<file path="src/rtl/sipo_deserializer.sv">
// Serial-in/parallel-out receiver for the 4-bit MSB-first PISO link, with a valid/ready output and a sticky overrun flag.
// Optional even-parity frame bit is enabled by defining SIPO_PARITY_EN.
module sipo_deserializer #(
   parameter  int WIDTH = 4,
   localparam int CNT_W = $clog2(WIDTH + 1)
) (
   input  logic             clk,
   input  logic             reset_n,
   input  logic             serial_in,
   input  logic             bit_valid,
   input  logic             sync,
   output logic [WIDTH-1:0] data_out,
   output logic             data_valid,
   input  logic             data_ready,
   output logic             overrun,
   input  logic             ovr_clr,
   output logic             parity_err
);

`ifdef SIPO_PARITY_EN
   localparam int FRAME = WIDTH + 1;

   function automatic logic even_parity_err(input logic [WIDTH-1:0] d, input logic p);
      even_parity_err = (^d) ^ p;
   endfunction
`else
   localparam int FRAME = WIDTH;
`endif

   logic [WIDTH-1:0] shift_r;
   logic [CNT_W-1:0] count_r;
   logic [WIDTH-1:0] data_out_r;
   logic             data_valid_r;
   logic             overrun_r;

   logic [CNT_W-1:0] count_base_s;
   logic [WIDTH-1:0] shift_next_s;
   logic [WIDTH-1:0] word_s;
   logic             last_bit_s;
   logic             load_s;
   logic             drop_s;
   logic             xfer_s;

   // Frame position, next shift value and output load/drop decisions.
   always_comb begin
      count_base_s = count_r;
      if (sync) begin
         count_base_s = {CNT_W{1'b0}};
      end else begin
         count_base_s = count_r;
      end
      last_bit_s = bit_valid && (count_base_s == CNT_W'(FRAME - 1));
`ifdef SIPO_PARITY_EN
      // The trailing parity bit never enters the data word.
      word_s = shift_r;
      if (last_bit_s) begin
         shift_next_s = shift_r;
      end else begin
         shift_next_s = {shift_r[WIDTH-2:0], serial_in};
      end
`else
      word_s       = {shift_r[WIDTH-2:0], serial_in};
      shift_next_s = {shift_r[WIDTH-2:0], serial_in};
`endif
      xfer_s = data_valid_r && data_ready;
      load_s = last_bit_s && (!data_valid_r || data_ready);
      drop_s = last_bit_s && data_valid_r && !data_ready;
   end

   // Serial capture: shift register and bit counter.
   always_ff @(posedge clk or negedge reset_n) begin
      if (!reset_n) begin
         shift_r <= {WIDTH{1'b0}};
         count_r <= {CNT_W{1'b0}};
      end else if (bit_valid) begin
         shift_r <= shift_next_s;
         if (last_bit_s) begin
            count_r <= {CNT_W{1'b0}};
         end else begin
            count_r <= count_base_s + CNT_W'(1);
         end
      end else begin
         shift_r <= shift_r;
         count_r <= count_r;
      end
   end

   // Output word register and valid flag.
   always_ff @(posedge clk or negedge reset_n) begin
      if (!reset_n) begin
         data_out_r   <= {WIDTH{1'b0}};
         data_valid_r <= 1'b0;
      end else if (load_s) begin
         data_out_r   <= word_s;
         data_valid_r <= 1'b1;
      end else if (xfer_s) begin
         data_valid_r <= 1'b0;
      end else begin
         data_valid_r <= data_valid_r;
      end
   end

   // Sticky overrun; a new drop beats a simultaneous clear.
   always_ff @(posedge clk or negedge reset_n) begin
      if (!reset_n) begin
         overrun_r <= 1'b0;
      end else if (drop_s) begin
         overrun_r <= 1'b1;
      end else if (ovr_clr) begin
         overrun_r <= 1'b0;
      end else begin
         overrun_r <= overrun_r;
      end
   end

`ifdef SIPO_PARITY_EN
   logic parity_err_r;

   // Parity result is loaded together with the word it belongs to.
   always_ff @(posedge clk or negedge reset_n) begin
      if (!reset_n) begin
         parity_err_r <= 1'b0;
      end else if (load_s) begin
         parity_err_r <= even_parity_err(word_s, serial_in);
      end else begin
         parity_err_r <= parity_err_r;
      end
   end

   assign parity_err = parity_err_r;
`else
   assign parity_err = 1'b0;
`endif

   assign data_out   = data_out_r;
   assign data_valid = data_valid_r;
   assign overrun    = overrun_r;

endmodule

</file>
<file path="config.mk">
export PLATFORM = sky130hd
export DESIGN_NAME = sipo_deserializer
export DESIGN_NICKNAME = d
export VERILOG_FILES = /design/src/rtl/sipo_deserializer.sv
export SDC_FILE = /design/constraint.sdc
export NUM_CORES = 1
export LEC_CHECK = 0
export CORE_UTILIZATION = 34
export CTS_CLUSTER_DIAMETER = 150
export CTS_CLUSTER_SIZE = 20
export DETAILED_ROUTE_END_ITERATION = 10
export HOLD_SLACK_MARGIN = 0.02
export PLACE_DENSITY_LB_ADDON = 0.25
export SETUP_SLACK_MARGIN = 0.1
export SYNTH_ARGS = -nofsm -noshare
export SYNTH_HDL_FRONTEND = slang
export SYNTH_SLANG_ARGS = --single-unit
</file>
<file path="constraint.sdc">
create_clock -name clk -period 1.6 [get_ports clk]
set_clock_uncertainty 0.05 [all_clocks]
set_input_delay 0.16 -clock clk [delete_from_list [all_inputs] [get_ports clk]]
set_output_delay 0.16 -clock clk [all_outputs]
set_load 0.03 [all_outputs]
</file>
Word-level counts from Yosys, hierarchy flattened
Index checks and enable logic that the tools add are counted.
W data, S select, Z words.
{"block": "op_classes", "add_sub_neg": 1, "eq_ne": 1, "muxes": 6, "n_reduce_logical": 10}
{"operator": "$mux W3", "count": 2}
{"operator": "$logic_and A1 B1 Y1", "count": 5}
{"operator": "$mux W1", "count": 4}
{"operator": "$reduce_bool A2 Y1", "count": 2}
{"operator": "$add A3 B1 Y3 const B", "count": 1}
{"operator": "$eq A3 B2 Y1 const B", "count": 1}
{"operator": "$logic_not A1 Y1", "count": 2}
{"operator": "$logic_or A1 B1 Y1", "count": 1}
{"block": "totals", "register_bits": 12, "output_inout_bits": 7, "wordCells": 23}

Longest topological paths before layout
Gate-level depths: netlist of run 1.
{"block": "depth", "word_depth": 6, "ltp_mapped": 4}

Worst setup path after synthesis of run 1
No wires, ideal clock.
{"block": "synth_timing", "path_type": "flip-flop to flip-flop", "from": "register count_r[1]", "to": "register data_out_r[0], in the netlist data_out[0]", "setup_ns": 0.125, "t_arrival_ns": 1.223, "required_ns": 1.425, "path_slack_ns": 0.202, "path_stages_with_launch": 5, "synth_period_minus_slack_ns": 1.398, "cell_sequence": "dfrtp_1 > and2b_2 > ha_1 > o2111a_2 > mux2_4"}
{"block": "synth_via", "elab_chain_cells": 4}
{"element": "start: declaration", "line_no": "31", "source": "logic [CNT_W-1:0] count_r;"}
{"element": "start signal: assignment", "line_no": "74", "source": "count_r <= {CNT_W{1'b0}};"}
{"element": "start signal: assignment", "line_no": "78", "source": "count_r <= {CNT_W{1'b0}};"}
{"element": "start signal: assignment", "line_no": "80", "source": "count_r <= count_base_s + CNT_W'(1);"}
{"element": "$mux W3", "line_no": "47", "source": "if (sync) begin"}
{"element": "$eq A3 B2 Y1", "line_no": "52", "source": "last_bit_s = bit_valid && (count_base_s == CNT_W'(FRAME - 1));"}
{"element": "$logic_and A1 B1 Y1", "line_no": "52"}
{"element": "$logic_and A1 B1 Y1", "line_no": "66", "source": "load_s = last_bit_s && (!data_valid_r || data_ready);"}
{"element": "end signal: assignment", "line_no": "91", "source": "data_out_r <= {WIDTH{1'b0}};"}
{"element": "end signal: assignment", "line_no": "94", "source": "data_out_r <= word_s;"}
{"element": "end: declaration", "line_no": "32", "source": "logic [WIDTH-1:0] data_out_r;"}
No other way between the ends.
A chain may end at the register's enable or synchronous reset.

Final worst setup path of run 1
{"block": "layout_timing", "from": "register count_r[1]", "to": "register data_out_r[3], in the netlist data_out[3]"}
Same word-level chain as after synthesis.

==> results of run 1 <==
-- path summary, 6_finish.rpt --
check	from	depth (start not counted)	slack [ns]	to
setup / recovery	count_r[1]	4	0.17	data_out[3]
min in group clk	sync	4	0.28	count_r[2]
hold / removal	reset_n	1	0.18	data_valid
setup reg to reg	count_r[1]	4	0.17	data_out[3]
max in group asynchronous	reset_n	1	0.97	count_r[0]
hold reg to reg	data_out[0]	1	0.46	data_out[0]
-- critical path: stages (launching register included) --
cell,delay (ns)
dfrtp_1,0.35
and2b_2,0.15
ha_2,0.17
o2111a_2,0.28
mux2_4,0.31
-- power by group --
| group | total (mW) | switching (mW) | internal [mW] |
|---|---|---|---|
| registers | 0.422 | 0.0403 | 0.381 |
| logic | 0.372 | 0.188 | 0.184 |
| clock network | 0.173 | 0.0857 | 0.0868 |
-- layer usage --
metal | vias up | track usage [%] | wire length (µm)
met5 | - | 0 | 0
met4 | 0 | 5.806 | 0
met3 | 0 | 2.609 | 29
met2 | 8 | 20.94 | 496
met1 | 180 | 15.24 | 442
li1 | 170 | - | -
-- Yosys cell counts, drive strengths merged, types with 2 or more instances --
| library cell | instances |
|---|---|
| nor2 | 3 |
| inv | 2 |
| mux2 | 7 |
| and2b | 2 |
| dfrtp | 12 |
| buf | 2 |
-- layout make-up --
cell class,count,area (µm²),share of cell area (%)
flip-flops and latches,12,300.3,41.31
multi-input cells,23,217.7,29.95
repair buffers,17,160.2,22.03
clock buffers,3,22.52,3.098
well taps,15,18.77,2.582
inverters,2,7.507,1.033
-- cell families (layout without fill, tap and decap cells) --
kind of cell               count (synthesis)  after routing
AOI/OAI and AO/OA                          6              6
adders and majority gates                  1              1
buffers and inverters                      4             22
DFF                                       12             12
muxes                                      8              8
other                                      1              1
and+or+nand+nor                            7              7
-- per-stage QoR --
step	setup WS (ns)	TNS, ns	cell area, µm²	cells
after floorplan	0.2023	0	536.8	39
after global placement	-0.1366	-0.6209	679.4	67
after detailed placement	-0.1551	-0.8148	679.4	67
after CTS	0.1019	0	696.9	70
after global routing	0.1089	0	726.9	72
final	0.1745	0	726.9	72
-- sequential cells by signal, summed over array words and instances, names as in the netlist --
signal	cells
data_out	4
count_r	3
data_valid	1
shift_r	3
overrun	1
-- timing repair --
item,in CTS,in global routing
resized for setup,4,5
buffers inserted,0,2
endpoints found under the setup margin,4,7
pin swaps,0,0
==> metrics.md, run 1 <==
| Metric | Value |
|---|---|
| Status | complete, no violations |
| Max rail drop VDD | 617.2 µV |
| P_leak | 0.3829 nW |
| Hold Crit Class | in -> async |
| Mux contribution to synthesized area | 19.35% |
| Leading register cell type out of synthesis | dfrtp_1 |
| Post-synthesis cell type count | 19 |
| Mapped cell area | 536.8 µm² |
| Die Span X | 41.74 µm |
| Largest net degree at the start of global routing | 13 |
| Number of global-route vias before repair | 392 |
| Post-synth ARST share | 100.0% |
| Clk sinks | 12 |
| Number of synthesized flops with an enable pin | 0 |
| WP data required | 1.69 ns |
| XOR/XNOR share of the synthesized area | 0% |
| Critical path arrival | 1.52 ns |
| Leading cell type in the layout, fill and taps excluded | dfrtp_1 |
| Avg WL per Cell | around 13 µm |
| Yosys top cell area share | between 50% and 60% |
| Root buffer cell | clkbuf_4 |
| Max Cap Violations | 0 |
| Synthesized flop and latch total | 12 |
| Vias per cell | about 5 |
| Cell taking the most area after synthesis | dfrtp_1 |
| Pwr Total | 966.3 µW |
| Fill cells | approximately 120 |
| Starting Density | 38.82% |
| Pins Over Slew Limit | 0 |
| Final Cycle Share | 89.09% |
| Relative slew slack | 65.81% |
| Synth warnings | 0 |
| Post-DRT Antenna Nets | 0 |
| 1st-iter DRT viols | 3 |
| Gr ovfl total | 0 |
| FP Rows | 13 |
| Critical path endpoint category | register |
| Commonest non-fill, non-tap cells in the layout | dfrtp_1, clkdlybuf4s50_1, buf_4, mux2_4, dlygate4sd2_1 |
| Hpwl dp | 736 µm |
| RSZ-0062 raised after global routing | false |
| Worst-path maximum fanout | 4 |
| Routability cong. | 0.6555 |
| Layout cells sized above 1 | 35.09% |
| CTS clk-pin slew, worst paths | 0.07 ns |
| Clock Tree Buf Depth | 2 |
| Compound-Gate Fraction of Synth Area | 9.557% |
| Synth Area in Simple Gates | around 7.2% |
| Final Net Count | 67 |
| Actual slew at the worst max-slew pin | 0.5112 ns |
| WS Path Type | reg -> reg |
| Synth Instances | 39 |
| TritonCTS clock tree | yes |
| WHS | between 0.15 and 0.2 ns |
| Final hold vios | 0 |
| Total GRT Usage | 12.50% |
| P&R area growth vs syn | 35.43% |
| Hold buffers post-CTS | 0 |
| Avg Cell Area, Syn | 13.76 µm² |
| First-pass GRT wire length | 1649 µm |
| Core area | 1383 µm² |
| Initial antenna violation count | 0 |
| Setup violators final | 0 |
| Post-Synth Adder-Cell Area | approximately 2.3% |
| Critical Path Source Type | register |
| Drt first pass iters | 2 |
| Synth top area cells | dfrtp_1, mux2_4, mux2_2 |
| Worst-Skew Late Latency | 0.26 ns |
| Max frequency | 701.5 MHz |
| Post-Syn Nets | 47 |
| Final core utilization | between 50 and 60% |
| I/O pin cnt | 14 |
| Largest family of logic cells by synthesized area | multiplexers |
| Antenna cells | 0 |
| Htree depth | 1 |
| Seq/Total Area, Yosys | 55.94% |
| DRC Markers | 0 |
| Power Dens Cells | around 1300 nW/µm² |
| Period minus WS final | 1.426 ns |
| Final WL | 969 µm |
| Die extent in y | between 40 and 50 µm |
| Total CTS buffers | 3 |
| Number of buffers added on ports | 12 |
| Total die area | 1742 µm² |
| Vias | 358 |
No activity file was read; power rests on OpenSTA's default activity.
==> run 2, diff against run 1 <==
--- a/config.mk
+++ b/config.mk
@@ -5,7 +5,7 @@
 export SDC_FILE = /design/constraint.sdc
 export NUM_CORES = 1
 export LEC_CHECK = 0
-export CORE_UTILIZATION = 34
+export CORE_UTILIZATION = 35
 export CTS_CLUSTER_DIAMETER = 150
 export CTS_CLUSTER_SIZE = 20
 export DETAILED_ROUTE_END_ITERATION = 10
==> run 2 against run 1 <==
  * Design area is 1.2% lower
  * Via count is 0.28% lower
  * Combinational power is 5.6% lower
  * Flip-flop and latch count stayed put
  * Critical path depth is 1 higher
  * Hold slack better by 0.0082 ns
  * Final cell count stayed put
  * First-iteration DRC count is 33% higher
  * Critical path type is now in -> reg
  * Register-to-register slack better by 0.02 ns
  * Clock-buffer cell count is 1 higher
  * Die area is 2.7% lower
==> metrics.md, run 2 (synthesis gave the netlist of run 1 again) <==
| Metric | Value |
|---|---|
| Status | complete, no violations |
| Total GRT Usage | between 10% and 20% |
| Actual slew at the worst max-slew pin | 0.5618 ns |
| Psw | 325.9 µW |
| Largest net degree at the start of global routing | 13 |
| Number of global-route vias before repair | approximately 350 |
| Critical path arrival | between 1.5 and 2 ns |
| Total die area | approximately 1700 µm² |
| First-pass GRT wire length | approximately 1600 µm |
| Antenna cells | 0 |
| Total CTS buffers | 3 |
| Post-DRT Antenna Nets | 0 |
| Core area | 1366 µm² |
| Worst-Skew Late Latency | 0.27 ns |
| Die extent in y | just over 40 µm |
| Net Sw Frac | between 30% and 40% |
| Initial antenna violation count | 0 |
| Critical Path Source Type | input pin |
| Critical path endpoint category | register |
| WP data required | 1.71 ns |
| Clock Tree Buf Depth | 2 |
| Htree depth | 1 |
| Hpwl dp | 766.6 µm |
| Max Cap Violations | 0 |
| Final Cycle Share | 92.12% |
| Max reg flops | 4 |
| Commonest non-fill, non-tap cells in the layout | dfrtp_1, clkdlybuf4s50_1, dlygate4sd2_1, mux2_4, buf_4 |
| Leading cell type in the layout, fill and taps excluded | dfrtp_1 |
| P&R area growth vs syn | 33.80% |
| Final Net Count | 66 |
| WS Path Type | in -> reg |
| WHS | 0.1918 ns |
| Gr ovfl total | 0 |
| PnR worst setup slack | 0.1260 ns |
| Dpl cell area | 679.4 µm² |
| Setup violators final | 0 |
| Vias | around 360 |
| Fin Setup TNS | 0 ns |
| DRC Markers | 0 |
| Final core utilization | 52.56% |
| Slowest-stage cell, CP | clkdlybuf4s50_1 |
| Max rail drop VDD | 622.0 µV |
| Final hold vios | 0 |
| Avg WL per Cell | 13.22 µm |
| Max frequency | 678.4 MHz |
| Worst slack, placed | -0.1761 ns |
| Period minus WS final | around 1.5 ns |
| TritonCTS clock tree | yes |
| Hold Crit Class | in -> async |
| P_leak | 0.3529 nW |
| Drt first pass iters | 2 |
| Sequential power share | 42.1% |
| Design Area, Final | between 700 and 800 µm² |
| Number of buffers added on ports | 12 |
| RSZ-0062 raised after global routing | false |
| 1st-iter DRT viols | 4 |
| Clock Power Share | 23.3% |
| Final WL | 952 µm |
| Root buffer cell | clkbuf_4 |
| Relative slew slack | 62.43% |
| Die Span X | 41.16 µm |
| Cell Chain, Critical Path | clkdlybuf4s50_1 -> and2b_2 -> ha_2 -> o2111a_2 -> mux2_4 |
| FP Rows | 13 |
| Clk sinks | 12 |
| Power Dens Cells | 1413 nW/µm² |
| Worst-path maximum fanout | 4 |
| Starting Density | 39.29% |
| Crit path largest cell delay | 0.44 ns |
| Routability cong. | 0.7384 |
| Layout cells sized above 1 | 33.33% |
| CTS clk-pin slew, worst paths | roughly 0.080 ns |
| Combinational Power Share | between 30% and 40% |
| Vias per cell | 4.958 |
| Pins Over Slew Limit | 0 |
| I/O pin cnt | 14 |
| Int Power | between 600 and 700 µW |
run 2: changes by cell type in the layout (fill, tap and decap cells not counted), sizes merged:
cell / change
clkbuf: +1
dlygate4sd2: +2
clkdlybuf4s50: +1
dlymetal6s2s: -3
buf: -1
run 2: final cells by class:
class	instances	area (µm²)
timing repair buffer	16	142.6
tap	15	18.77
fill	140	648.1
sequential	12	300.3
clock buffer	4	36.28
multi-input combinational	23	212.7
inverter	2	7.507
run 2: final timing paths:
path,from,end,slack (ns),depth (start not counted)
setup / recovery,sync,data_out[1],0.13,5
hold / removal,reset_n,data_valid,0.19,1
setup reg to reg,count_r[0],data_out[1],0.19,4
hold reg to reg,shift_r[2],data_out[3],0.47,1
max in group asynchronous,reset_n,count_r[1],0.93,1
min in group clk,ovr_clr,overrun,0.42,2
run 2: through the flow:
step	std cells	power [mW]
4_1_cts	71	1.022
3_3_place_gp	67	0.8045
2_1_floorplan	39	0.6596
6_report	72	1.015
5_1_grt	72	1.085
3_5_place_dp	67	0.8207
run 2: critical path, delay by kind of cell:
family	cells	cell delay [ns]
compound gates	1	0.27
fa+ha+maj	1	0.18
buf+inv	1	0.44
mux	1	0.32
simple gates	1	0.23
run 2: what timing repair did:
item / in CTS / in global routing
gates resized for setup: 6 / 1
setup buffers: 0 / 1
hold buffers: 0 / 0
setup endpoints to repair: 6 / 4
run 2: power by group through the flow:
stage	Combinational (mW)	Clock, mW	Sequential (mW)
4_1_cts	0.348	0.245	0.429
5_1_grt	0.378	0.269	0.437
3_3_place_gp	0.376	0	0.429
6_report	0.351	0.237	0.427
3_5_place_dp	0.385	0	0.436
2_1_floorplan	0.133	0	0.527
run 2: routing by layer:
layer  up-vias  global-route usage (%)  wire length (µm)  part of all wire, %
met4         0                   7.258                16                  1.7
li1        170                       -                 -                    -
met5         -                       0                 0                    0
met3         5                   9.783                61                  6.4
met2        13                   25.39               461                   48
met1       169                   16.22               412                   43
==> patch 1: new RTL, config.mk and constraints of run 2 <==
Build with the macro `SIPO_PARITY_EN` defined.
--- a/src/rtl/sipo_deserializer.sv
+++ b/src/rtl/sipo_deserializer.sv
@@ -2,2 +2,4 @@
 // Optional even-parity frame bit is enabled by defining SIPO_PARITY_EN.
+`define SIPO_PARITY_EN
+
 module sipo_deserializer #(
Function: changed (Yosys sat finds a counterexample within 10 cycles, from zero or initial values and one cycle with reset_n low).
==> patch 1 against run 2 <==
Worst hold slack got worse by 55 ps; non-clock buffer count increased by 6; synthesized cell count increased by 23%; wire length increased by 12%; sequential cell count increased by 2; area after synthesis increased by 21%; design area increased by 33%; worst setup slack got worse by 6.7 ps; total power increased by 7.7%; sequential share of layout area decreased by 5.0 points; critical endpoint is now data_out[3].
==> patch 1: results (changes against run 2) <==
Synth Area in XOR/XNOR=6.17% (+6.2 points); unique cell type count in the Yosys netlist=15 (-4); Reg2Reg Depth=5 (+1); reg2reg end=data_out[3]; routed length on met3=71 um (+16%); outcome=complete, no violations; met2 Resource Use GR=22.0% (-3.4 points); first drt pass iteration count=3 (+1); family with the most delay on the worst path=flip-flops; met1 Use GR=15.0% (-1.2 points); first-pass GRT wire length=1860 um (+20%); pin count of the biggest net entering global routing=15 (+2); Pleak=0.506 nW (+43%); Synth Area in Adders=3.85% (+1.5 points); share of cells above drive strength 1=39.2% (+5.9 points); Post-DP HPWL=765 um (-0.22%); slowest stage delay, CP=410 ps (-30 ps); met3 usage=7.60% (-2.2 points); CTS resizes=14 (+8); worst-path fanout max=5 (+1); startpoint types=register; uppermost layer routed=met3; R2R Setup Slk=120 ps (-70 ps); gr usage total=13.2% (-2.6 points); # port buffers=13 (+1); Final nets=84 (+27%); top post-synthesis cells by area=dfrtp_1 54%, mux2_2 17%, ha_1 3.9%, inv_1 3.5%, xnor3_1 3.5%
-- patch 1: report_power, final --
| group | total (mW) | internal, mW | switching [mW] | leakage, nW |
|---|---|---|---|---|
| combinational | 0.369 | 0.189 | 0.180 | 0.305 |
| sequential | 0.477 | 0.427 | 0.0506 | 0.180 |
| clock | 0.247 | 0.138 | 0.109 | 0.0210 |
-- patch 1: final cells by class --
cell class	instances	area (um2)
Fill cell	156	774
Sequential cell	14	350
Multi-Input combinational cell	28	324
Timing Repair Buffer	22	188
Clock buffer	4	36.3
Tap cell	25	31.3
Inverter	6	22.5
-- patch 1: per-stage QoR --
stage	instances	area, um2	setup WS [ps]	utilization [%]	TNS (ps)
3_5_place_dp	93	863	-288	50.0	-2810
6_report	99	952	119	55.1	0
4_1_cts	97	933	109	54.1	0
2_1_floorplan	48	649	124	-	0
5_1_grt	99	952	55.9	55.1	0
3_3_place_gp	93	863	-259	50.0	-2520
==> patch 2: new RTL, config.mk and constraints of run 2 <==
Without the edit above. Put one more register stage on the output `overrun`, cleared by the reset. The value now appears one clock later. The other outputs are not delayed to match.
--- a/src/rtl/sipo_deserializer.sv
+++ b/src/rtl/sipo_deserializer.sv
@@ -136,3 +136,9 @@
    assign data_valid = data_valid_r;
-   assign overrun    = overrun_r;
+   always_ff @(posedge clk or negedge reset_n) begin
+      if (!reset_n) begin
+         overrun <= '0;
+      end else begin
+         overrun <= overrun_r;
+      end
+   end
 
Check against the original RTL: not equivalent (Yosys sat finds a counterexample within 10 cycles, from zero or initial values and one cycle with reset_n low).
==> patch 2 against run 2 <==
Synthesized cell count up 2.6%; sequential cell count increased by 1; largest cell class unchanged; highest routed layer unchanged; total power decreased by 1.2%; area after synthesis up 4.7%; wire length decreased by 4.0%; largest power group unchanged; worst setup slack gained 31 ps; design area is 4.5% higher; first-iteration DRC count is the same; register-to-register slack got worse by 30 ps; critical path type is now reg -> reg.
==> patch 2: results (changes against run 2) <==
outcome=complete, no violations; Synth Instances=40 (+2.6%); gr usage total=13.3% (-2.6 points); CTS resizes=7 (+1); Cell Area, Placed=713 um2 (+5.0%); worst-path fanout max=4 (unchanged); part of the Yosys area used for sequential elements=57.9% (+2.0 points); P_seq=0.446 mW (+4%); Final nets=67 (+1.5%); Pleak=0.383 nW (+8.7%); family with the most delay on the worst path=flip-flops; met2 Resource Use GR=18.4% (-7.0 points); reg-to-reg startpoint=count_r[0]; max FFs per register=4 (unchanged); wl on met1=448 um (+8.7%); Worst Hold Class=in -> async; Post-synth ARST share=100% (unchanged); crit path kind=reg -> reg; synth warn=0 (unchanged); first drt pass iteration count=3 (+1); synth cell count leaders=13 x dfrtp_1, 4 x mux2_4, 3 x mux2_2, 3 x nor2_1; top post-synthesis cells by area=dfrtp_1 58%, mux2_4 11%, mux2_2 6.0%, and2b_2 3.1%, ha_1 2.2%; antenna violations before repair=0 (unchanged); internal power=0.672 mW (-2.4%); unique cell type count in the Yosys netlist=19 (unchanged); uppermost layer routed=met4; Clock Latency Late Sink=270 ps (about the same); Vias/cell=4.80 (-3.2%); ant diodes=0 (unchanged); H-tree Lvls=1 (unchanged); number of global-route vias before repair=370 (+7.2%); clock slew seen by the registers of the worst setup and hold paths=80 ps (about the same); final wirelength=914 um (-4.0%); Gate power share=35.1% (+0.5 points); Final Wtd Congestion=0.745 (+0.83%); power density cells=1330 nW/um2 (-5.5%); post-place setup slack=-209 ps (-33.4 ps); clock buffer depth=2 (unchanged); CTS Root Cell=clkbuf_4; First DRT Iteration DRCs=4 (unchanged); slowest stage delay, CP=390 ps (-50 ps); Post-synth EDFFs=0 (unchanged); met2 WL=384 um (-17%); met3 usage=5.60% (-4.2 points); met1 Use GR=17.3% (+1.1 points); first-pass GRT wire length=1680 um (+8.4%); Crit-path slowest cell=dfrtp_1; Top Consumer=sequential cells; share of cells above drive strength 1=31.0% (-2.3 points); # port buffers=12 (unchanged); Worst EP arrival=1560 ps (-30 ps); Synthesized Nets=48 (+2.1%); total number of vias=355 (-0.56%); VDD IR-drop max=0.000531 V (-15%); Num CTS Buffers=3 (unchanged); layout filler cell count=146 (+4.3%); # Post-CTS Setup Buffers=0 (unchanged); placed insts=70 (+4.5%); pin count of the biggest net entering global routing=14 (+1); routed length on met3=65 um (+6.6%)
patch 2: logic make-up after synthesis:
group                    count (synthesis)  share of synthesized area, %
multiplexers                             8                          18.5
buffers and inverters                    4                          4.68
AND/OR/NAND/NOR                          7                          6.90
AO/OA/AOI/OAI                            6                          9.13
other                                    1                         0.668
adder cells (fa/ha/maj)                  1                          2.23
flip-flops                              13                          57.9
patch 2: worst paths after layout:
path | slack, ps | cells past startpoint | to
max | 160 | 4 | data_out[2]
min | 140 | 2 | count_r[0]
max reg2reg | 160 | 4 | data_out[2]
min reg2reg | 330 | 0 | overrun
max in group asynchronous | 1200 | 2 | data_out[3]
min in group clk | 260 | 4 | count_r[2]
patch 2: cell type report:
type | instances | area, um2 | area share, %
clock buffers | 4 | 26.3 | 3.50
inverters | 2 | 7.51 | 1.00
multi-input cells | 23 | 223 | 29.7
flip-flops and latches | 13 | 325 | 43.3
well taps | 16 | 20.0 | 2.67
repair buffers | 16 | 149 | 19.8
